### config.mk
export PLATFORM = sky130hd
export DESIGN_NAME = gpio_ctrl
export DESIGN_NICKNAME = d
export VERILOG_FILES = /design/src/rtl/gpio_ctrl.sv
export SDC_FILE = /design/constraint.sdc
export NUM_CORES = 1
export LEC_CHECK = 0
export BUFFER_PORTS_ARGS = -buffer_cell sky130_fd_sc_hd__buf_2
export CAP_MARGIN = 20
export CORE_UTILIZATION = 52
export CTS_BUF_LIST = sky130_fd_sc_hd__clkbuf_4 sky130_fd_sc_hd__clkbuf_8 sky130_fd_sc_hd__clkbuf_16
export CTS_CLUSTER_DIAMETER = 150
export CTS_CLUSTER_SIZE = 30
export DETAILED_ROUTE_END_ITERATION = 10
export GPL_TIMING_DRIVEN = 0
export PLACE_DENSITY = 0.8
export SKIP_LAST_GASP = 1
export SLEW_MARGIN = 20
export SYNTH_ARGS = -nofsm -noshare
export SYNTH_HDL_FRONTEND = slang
export SYNTH_SLANG_ARGS = --single-unit
### constraint.sdc
create_clock -name clk -period 2.46 [get_ports clk]
set_clock_uncertainty 0.05 [all_clocks]
set_input_delay 0.246 -clock clk [delete_from_list [all_inputs] [get_ports clk]]
set_output_delay 0.246 -clock clk [all_outputs]
set_load 0.1 [all_outputs]
### src/rtl/gpio_ctrl.sv
// gpio_ctrl: memory-mapped GPIO peripheral for the rv32soc CPU bus.
//   Per-pin direction, atomic SET/CLR, synchronised inputs, per-pin edge interrupts.
// Ports:
//   clk, reset                  rising-edge clock, async active-high reset
//   bus_valid/addr/wstrb/wdata  CPU request (held until bus_ready), wstrb=0 is a read
//   bus_ready, bus_rdata        one-cycle completion pulse, registered read data
//   gpio_in                     asynchronous pin inputs
//   gpio_out, gpio_oe           output data and output enable registers
//   irq                         level interrupt, |(IRQ_STATUS & IRQ_EN)
module gpio_ctrl #(
  parameter int NR_GPIOS    = 8,
  parameter int SYNC_STAGES = 2
) (
  input  logic                clk,
  input  logic                reset,
  input  logic                bus_valid,
  input  logic [4:0]          bus_addr,
  input  logic [3:0]          bus_wstrb,
  input  logic [31:0]         bus_wdata,
  output logic                bus_ready,
  output logic [31:0]         bus_rdata,
  input  logic [NR_GPIOS-1:0] gpio_in,
  output logic [NR_GPIOS-1:0] gpio_out,
  output logic [NR_GPIOS-1:0] gpio_oe,
  output logic                irq
);

  localparam int W = NR_GPIOS;

  logic                          ready_q, ready_d;
  logic [31:0]                   rdata_q, rdata_d;
  logic [W-1:0]                  out_q, out_d;
  logic [W-1:0]                  dir_q, dir_d;
  logic [W-1:0]                  en_q, en_d;
  logic [W-1:0]                  mode_q, mode_d;
  logic [W-1:0]                  status_q, status_d;
  logic [SYNC_STAGES-1:0][W-1:0] sync_q, sync_d;
  logic [W-1:0]                  prev_q, prev_d;

  logic          start, wr, rd;
  logic [31:0]   wmask, wm, rmux;
  logic [W-1:0]  sync_in, rise, fall, set_ev;

  function automatic logic [31:0] zext(input logic [W-1:0] v);
    logic [31:0] r;
    r      = '0;
    r[W-1:0] = v;
    return r;
  endfunction

  // A request is new only while bus_ready is low; the second cycle of a held
  // bus_valid is the completion cycle of the same access.
  assign start   = bus_valid & ~ready_q;
  assign wr      = start & (|bus_wstrb);
  assign rd      = start & ~(|bus_wstrb);
  assign wmask   = {{8{bus_wstrb[3]}}, {8{bus_wstrb[2]}}, {8{bus_wstrb[1]}}, {8{bus_wstrb[0]}}};
  assign wm      = bus_wdata & wmask;

  assign sync_in = sync_q[SYNC_STAGES-1];
  assign rise    = sync_in & ~prev_q;
  assign fall    = ~sync_in & prev_q;
  assign set_ev  = ((rise & ~mode_q) | (fall & mode_q)) & en_q;

  logic unused_ok;
  assign unused_ok = ^{bus_addr[1:0], wm};

  always_comb begin
    rmux = '0;
    case (bus_addr[4:2])
      3'd0:    rmux = zext(out_q);
      3'd1:    rmux = zext(dir_q);
      3'd2:    rmux = zext(sync_in);
      3'd5:    rmux = zext(en_q);
      3'd6:    rmux = zext(mode_q);
      3'd7:    rmux = zext(status_q);
      default: rmux = '0;
    endcase
  end

  always_comb begin
    ready_d  = start;
    rdata_d  = rd ? rmux : '0;
    out_d    = out_q;
    dir_d    = dir_q;
    en_d     = en_q;
    mode_d   = mode_q;
    status_d = status_q;
    prev_d   = sync_in;
    sync_d   = sync_q;
    sync_d[0] = gpio_in;
    for (int i = 1; i < SYNC_STAGES; i++) sync_d[i] = sync_q[i-1];

    if (wr) begin
      case (bus_addr[4:2])
        3'd0:    out_d    = (out_q & ~wmask[W-1:0]) | wm[W-1:0];
        3'd1:    dir_d    = (dir_q & ~wmask[W-1:0]) | wm[W-1:0];
        3'd3:    out_d    = out_q | wm[W-1:0];
        3'd4:    out_d    = out_q & ~wm[W-1:0];
        3'd5:    en_d     = (en_q & ~wmask[W-1:0]) | wm[W-1:0];
        3'd6:    mode_d   = (mode_q & ~wmask[W-1:0]) | wm[W-1:0];
        3'd7:    status_d = status_q & ~wm[W-1:0];
        default: ;
      endcase
    end
    // Applied after the W1C so a coincident edge keeps the bit set.
    status_d = status_d | set_ev;
  end

  always_ff @(posedge clk or posedge reset) begin
    if (reset) begin
      ready_q  <= 1'b0;
      rdata_q  <= '0;
      out_q    <= '0;
      dir_q    <= '0;
      en_q     <= '0;
      mode_q   <= '0;
      status_q <= '0;
      sync_q   <= '0;
      prev_q   <= '0;
    end else begin
      ready_q  <= ready_d;
      rdata_q  <= rdata_d;
      out_q    <= out_d;
      dir_q    <= dir_d;
      en_q     <= en_d;
      mode_q   <= mode_d;
      status_q <= status_d;
      sync_q   <= sync_d;
      prev_q   <= prev_d;
    end
  end

  assign bus_ready = ready_q;
  assign bus_rdata = rdata_q;
  assign gpio_out  = out_q;
  assign gpio_oe   = dir_q;
  assign irq       = |(status_q & en_q);

endmodule
After elaboration in Yosys (flattened, before gate mapping)
Index checks and enable logic that the tools add are counted.

Input port bits: 52. Register bits: 97. Output and inout port bits: 50.

Muxes and demuxes: 5. Reductions and logical operators: 8. Bitwise logic cells: 30. Equal/unequal tests: 7.

Operators by type and width (number): $and 8x8->8 (13); $or 8x8->8 (7); $pmux 8 s6 (1); $not 8->8 (5); $mux 32 (1); $pmux 8 s3 (1); $mux 8 (2); $eq 3x3->1 const B (4); $reduce_and 2->1 (4); $reduce_or 8->1 (1); $eq 3x2->1 const B (2); $reduce_or 4->1 (1); $and 1x1->1 (3); $eq 3x1->1 const B (1); $logic_not 3->1 (1); $reduce_bool 3->1 (1); $not 1->1 (2).

Logic depth before layout (Yosys ltp)
Gate-level depths: netlist of run 1.

Depth after elaboration: 6. Depth in mapped cells: 6.

Least setup slack after synthesis of run 1
Ideal clock, no wire load.

Kind: flip-flop to flip-flop. From: reg ready_q (netlist: bus_ready). To: reg (tool-made name). Data required time: 2.285 ns. Path buffers: 0. Setup time: 0.125 ns. Cell stages (with the launch flop): 4. Arrival time: 1.789 ns. Setup slack: 0.496 ns. Period minus slack after synthesis: 1.964 ns. Cells stage by stage: dfrtp_1 > nand3b_4 > nor3_4 > mux2_2.

RTL lines: start, declared (RTL line 30) `logic ready_q, ready_d;`; start signal, assigned (RTL line 121) `ready_q <= ready_d;`.

==> results by group, run 1 <==
Global routing
  – Number of global-route vias before repair: between 2000 and 2500
  – Pin count of the biggest net entering global routing: 40
  – Tot GR Track Use: 0.237
  – First-pass GRT wire length: 12.5 mm
  – Grt ovf: 0
  – Antenna violations before repair: 0

Layout
  – Fillers: 517
  – Ant. Diodes: 0
  – Commonest non-fill, non-tap cell in the layout: dfrtp_1
  – Nets@finish: roughly 430
  – Area of the multi-input gates: around 1500 µm²
  – Share of cells above drive strength 1: 0.388
  – Sequential cell area: between 1500 and 2000 µm²
  – Area growth, synth to finish: 20.3%
  – Fin util: 0.655
  – Final Cell Area: 4180 µm²
  – Most frequent cells in the layout: dfrtp_1 (73), buf_2 (55), mux2_2 (38), buf_4 (27), nand2_1 (27)

Routing
  – Post-route DRC: 0
  – DR iter-0 viols: between 200 and 300
  – Wire per inst: 17.1 µm
  – Antenna Nets Post-Route: 0
  – Vias: approximately 2600
  – WL final: about 7.9 mm
  – First-pass DRT Iterations: 6
  – Drt via density: 5.66

Synthesis
  – Register bit total from synthesis: 73
  – Mapped Area: ~3500 µm²
  – Synthesized instance count: slightly below 300
  – Seq/Total Area, Yosys: 0.526
  – Synthesis warning total: 0
  – Netlist cell types: 44
  – Mean Syn Cell Area: roughly 12 µm²

Run
  – Max cap viols: 0

Floorplanning
  – DIE AREA: 7010 µm²
  – Core area: approximately 6400 µm²
  – Initial Utilization: 0.544
  – Row cnt: 29
  – Die height: ~84 µm
  – # IOs: 102
  – Die X: about 84 µm

Placement
  – Worst slack at placement: 0.660 ns
  – I/O Buffers: approximately 50
  – Routability cong.: between 0.8 and 0.9
  – Dpl hpwl: 5.27 mm
  – Post-DP Area: 3930 µm²

Timing
  – Worst-margin pin slew: ~0.78 ns
  – Min Clock Period, post-route: ~1.8 ns
  – Hold WS: around 0.14 ns
  – Rel. slew slack: 0.482
  – Final setup fails: 0
  – Final Hold Vio Count: 0
  – Final worst setup slack: around 0.65 ns
  – F_max: 0.552 GHz
  – Final Max Slew Viols: 0
  – RSZ-0062 raised after global routing: false
  – Tcrit/Tclk final: 0.737

Outcome
  – Outcome: finished, final reports clean

Critical path
  – CP max FO: 4
  – Critical path type: flop to output port
  – CP Data Required Time: between 2 and 2.5 ns
  – Worst EP arrival: 1.52 ns
  – CP startpoint kind: flop
  – Worst Setup End Kind: output port

CTS
  – # H-tree levels: 3
  – Clock tree root buffer cell: clkbuf_8
  – CTS buffer count: 9
  – Clk slew on worst S/H paths: roughly 0.070 ns
  – Clock sink count: between 70 and 80
  – Maximum buffer depth of the clock tree: 2
  – Skew-Pair Late Insertion Delay: roughly 0.35 ns
  – CTS tree: done

Pwr
  – Power Dens Cells: between 800 and 900 nW/µm²
  – Worst ir drop on vdd: around 670 µV
  – Lkg Pwr: about 2.0 nW

Worst hold path
  – Min-delay worst type: primary input to flop
[final timing paths]
kind,from,cells past startpoint,endpoint,slack (ns)
min in group asynchronous,reset,3,prev_d[7],0.41
min,bus_wdata[3],2,gpio_out[3],0.14
max reg2reg,bus_ready,3,flop,0.70
max,flop,3,irq,0.65
max in group asynchronous,reset,4,async pin,1.41
min reg2reg,sync_d[14],0,prev_d[6],0.30
[stage by stage]
| stage | setup TNS, ns | power (mW) | cells |
|---|---|---|---|
| 5_1_grt | 0 | 3.61 | 464 |
| 6_report | 0 | 3.48 | 464 |
| 3_5_place_dp | 0 | 2.67 | 439 |
| 4_1_cts | 0 | 3.49 | 464 |
| 2_1_floorplan | 0 | 2.46 | 312 |
| 3_3_place_gp | -34.65 | 2.64 | 438 |
[where the power goes]
part	switching [mW]	leakage [nW]	internal [mW]	total, mW
combinational	0.845	1.00	0.311	1.16
clock	0.438	0.0852	0.369	0.807
sequential	0.147	0.871	1.37	1.51
total	1.43	1.96	2.05	3.48
[worst max-delay path, stage by stage, from the launching register on]
cell,delay (ns)
dfrtp_1,0.42
a22oi_1,0.28
nand4_1,0.15
buf_2,0.32
[synthesized netlist by cell type]
master     instances  area share
nor2b_1            6       0.011
dfrtp_1           73        0.53
nand3b_4           1      0.0058
nor3b_1            8       0.017
o211ai_1           3      0.0065
buf_1              1      0.0011
nand4_2            1      0.0036
a311oi_1           5       0.013
mux2i_1            1      0.0029
o31ai_1           10       0.022
nand3b_1           1      0.0022
nand3_2            1      0.0029
nor2_1             3      0.0032
a21oi_1            1      0.0014
conb_1             1      0.0011
nand2b_1           6       0.011
nand3_1           10       0.014
a22o_1             6       0.015
a41oi_1            1      0.0025
nand4_1            2      0.0036
or3_1              1      0.0018
buf_4             27       0.058
a2bb2oi_1          1      0.0025
or3b_2             1      0.0025
nor3_4             2      0.0094
nand2_1           27       0.029
a31oi_1            3      0.0054
o21ai_0            8       0.012
and2b_1            1      0.0022
buf_8              1      0.0043
and3_1             1      0.0018
nor3_1             2      0.0029
nand2_2            2      0.0036
mux2_2            38        0.12
mux2_1             1      0.0032
inv_1              2      0.0022
nor4_1             1      0.0018
a22oi_1            4      0.0086
and3b_1            8       0.020
o22ai_1            1      0.0018
buf_2              6      0.0086
nor4_4             1      0.0061
a221oi_1           7       0.018
buf_6              2      0.0065
[cell families after synthesis]
family                 synth area share
and+or+nand+nor                   0.156
DFF                               0.526
AOI/OAI and AO/OA                 0.107
muxes                             0.129
buffers and inverters            0.0810
other                           0.00108
[metal layers]
layer / up-vias / GRT usage / wire length (µm)
met5: - / 0 / 0
met4: 0 / 0.126 / 234
met3: 19 / 0.0495 / 704
met2: 149 / 0.358 / 3640
met1: 1259 / 0.323 / 3350
li1: 1197 / - / -
[area by class of cell]
cell class	count	area share
plain buffers	37	0.0655
clock buffers	10	0.0314
clock inverters	6	0.00838
inverters	2	0.00239
multi-input cells	200	0.348
flip-flops and latches	73	0.437
well taps	77	0.0230
repair buffers	59	0.0850
[timing repair]
item                                   in CTS  in global routing
endpoints found under the hold margin      42                  0
gates resized for setup                     0                  0
buffers inserted                            0                  0
hold buffers                                9                  0
(Power assumes the default switching activity.)
==> inputs of run 2 (changes only) <==
clock period = 1.8 ns   (was 2.46 ns; I/O delays follow)
==> results by group, run 2 (same netlist as run 1, synthesis figures left out) <==
Floorplanning
  – Die height: 83.8 µm (unchanged)
  – Initial Utilization: 0.544 (unchanged)
  – Row cnt: 29 (unchanged)
  – Die X: 83.8 µm (unchanged)
  – DIE AREA: 7010 µm² (unchanged)
  – Core area: 6390 µm² (unchanged)
  – # IOs: 102 (unchanged)

Layout
  – Fin cells: 464 (unchanged)
  – Nets@finish: 435 (was 434)
  – Share of cells above drive strength 1: 0.390 (was 0.388)
  – Ant. Diodes: 0 (unchanged)
  – Area growth, synth to finish: 22.5% (was 20.3%)
  – Most frequent cells in the layout: dfrtp_1 (72), buf_2 (55), mux2_2 (38), buf_4 (27), nand2_1 (27) (was dfrtp_1 (73), buf_2 (55), mux2_2 (38), buf_4 (27), nand2_1 (27))
  – Commonest non-fill, non-tap cell in the layout: dfrtp_1 (unchanged)

Routing
  – Post-route DRC: 0 (unchanged)
  – Vias: 2623 (was 2624)
  – Wire per inst: 17.1 µm (about the same)
  – Drt via density: 5.65 (was 5.66)
  – Met3 WL: 717 µm (was 704 µm)
  – Met2 WL: 3.69 mm (was 3.64 mm)
  – Antenna Nets Post-Route: 0 (unchanged)
  – M1 WL: 3.38 mm (was 3.35 mm)
  – First-pass DRT Iterations: 5 (was 6)
  – DR iter-0 viols: 296 (was 255)
  – DR top layer: met4 (unchanged)
  – WL final: 7.92 mm (about the same)

Critical path
  – Worst reg-to-reg path cell count: 3 (unchanged)
  – Worst EP arrival: 1.51 ns (was 1.52 ns)
  – Critical path type: flop to output port (unchanged)
  – CP max FO: 4 (unchanged)
  – Worst Setup End Kind: output port (unchanged)
  – CP startpoint kind: flop (unchanged)
  – CP Data Required Time: 1.57 ns (was 2.16 ns)

CTS
  – Maximum buffer depth of the clock tree: 2 (unchanged)
  – Skew-Pair Late Insertion Delay: 0.34 ns (was 0.35 ns)
  – Clock tree root buffer cell: clkbuf_8 (unchanged)
  – Clk slew on worst S/H paths: 0.07 ns (about the same)
  – CTS buffer count: 9 (unchanged)
  – Clock sink count: 73 (unchanged)
  – CTS tree: done (unchanged)
  – # H-tree levels: 3 (unchanged)

Outcome
  – Outcome: finished, final reports clean (unchanged)

Worst hold path
  – Hold-critical path depth: 2 (unchanged)
  – Min-delay worst type: primary input to flop (unchanged)

Timing
  – Worst-margin pin slew: 0.768 ns (was 0.775 ns)
  – Min Clock Period, post-route: 1.74 ns
  – Final Max Slew Viols: 0 (unchanged)
  – Final setup TNS: 0 ns (unchanged)
  – Final Hold Vio Count: 0 (unchanged)
  – Rel. slew slack: 0.487 (was 0.482)
  – Final setup fails: 0 (unchanged)
  – Tcrit/Tclk final: 0.966
  – F_max: 0.575 GHz
  – RSZ-0062 raised after global routing: false (unchanged)

Pwr
  – Power Dens Cells: 1190 nW/µm² (was 832 nW/µm²)
  – Worst ir drop on vdd: 1020 µV (was 671 µV)
  – Lkg Pwr: 1.99 nW (was 1.96 nW)

Global routing
  – Antenna violations before repair: 0 (unchanged)
  – First-pass GRT wire length: 12.9 mm (was 12.5 mm)
  – Pin count of the biggest net entering global routing: 35 (was 40)
  – Grt ovf: 0 (unchanged)
  – Tot GR Track Use: 0.242 (was 0.237)
  – Number of global-route vias before repair: 2538 (was 2492)

Placement
  – DP Cell Count: 440 (was 439)
  – I/O Buffers: 49 (unchanged)
  – Dpl hpwl: 5.34 mm (was 5.27 mm)
  – Routability cong.: 0.854 (was 0.861)

Run
  – Max cap viols: 0 (unchanged)
-- run 2: path summary, 6_finish.rpt --
kind / from / slack (ns) / to
worst max-delay path: flop / 0.06 / irq
worst min-delay path: bus_wdata[6] / 0.08 / gpio_out[6]
worst max register to register: bus_ready / 0.08 / flop
worst min register to register: sync_d[9] / 0.30 / prev_d[1]
max in group asynchronous: reset / 0.97 / bus_ready
min in group asynchronous: reset / 0.27 / async pin
-- run 2: metrics by stage --
stage	utilization	hold slack [ns]	setup WS (ns)	instance area, µm²	total power [mW]
2_1_floorplan	-	0.161	0.0452	3570	3.36
5_1_grt	0.667	0.0892	0.0256	4260	5.26
4_1_cts	0.667	0.0680	0.0443	4260	5.10
6_report	0.667	0.0797	0.0608	4260	5.07
3_3_place_gp	0.612	0.238	0.0743	3910	3.62
3_5_place_dp	0.618	0.0911	0.0782	3950	3.66
-- run 2: routing by layer --
metal	vias up	track usage
met5	-	0
met4	0	0.0986
met3	15	0.0762
met2	154	0.367
met1	1256	0.326
li1	1198	-
-- run 2: cell type report --
| class | count | area, µm² |
|---|---|---|
| multi-input combinational | 200 | 1450 |
| inverter | 2 | 11.3 |
| buffer | 37 | 274 |
| fill | 510 | 2130 |
| clock inverter | 3 | 65.1 |
| timing repair buffer | 60 | 375 |
| tap | 77 | 96.3 |
| sequential | 73 | 1830 |
| clock buffer | 12 | 153 |
-- run 2: where the power goes --
part           internal, mW  switching, mW  leakage, nW
Clock                 0.839          0.562        0.113
Combinational         0.429           1.16         1.01
Sequential             1.87          0.208        0.869
-- run 2: timing repair --
item | 4_1_cts | 5_1_grt
setup endpoints to repair | 0 | 0
hold buffers | 9 | 0
buffers inserted | 0 | 0
gates resized for setup | 0 | 0
hold endpoints to repair | 66 | 0
-- run 2: critical path, stage by stage, from the launching register on --
cell	delay [ns]
dfrtp_1	0.42
a22oi_1	0.28
nand4_1	0.15
buf_2	0.32
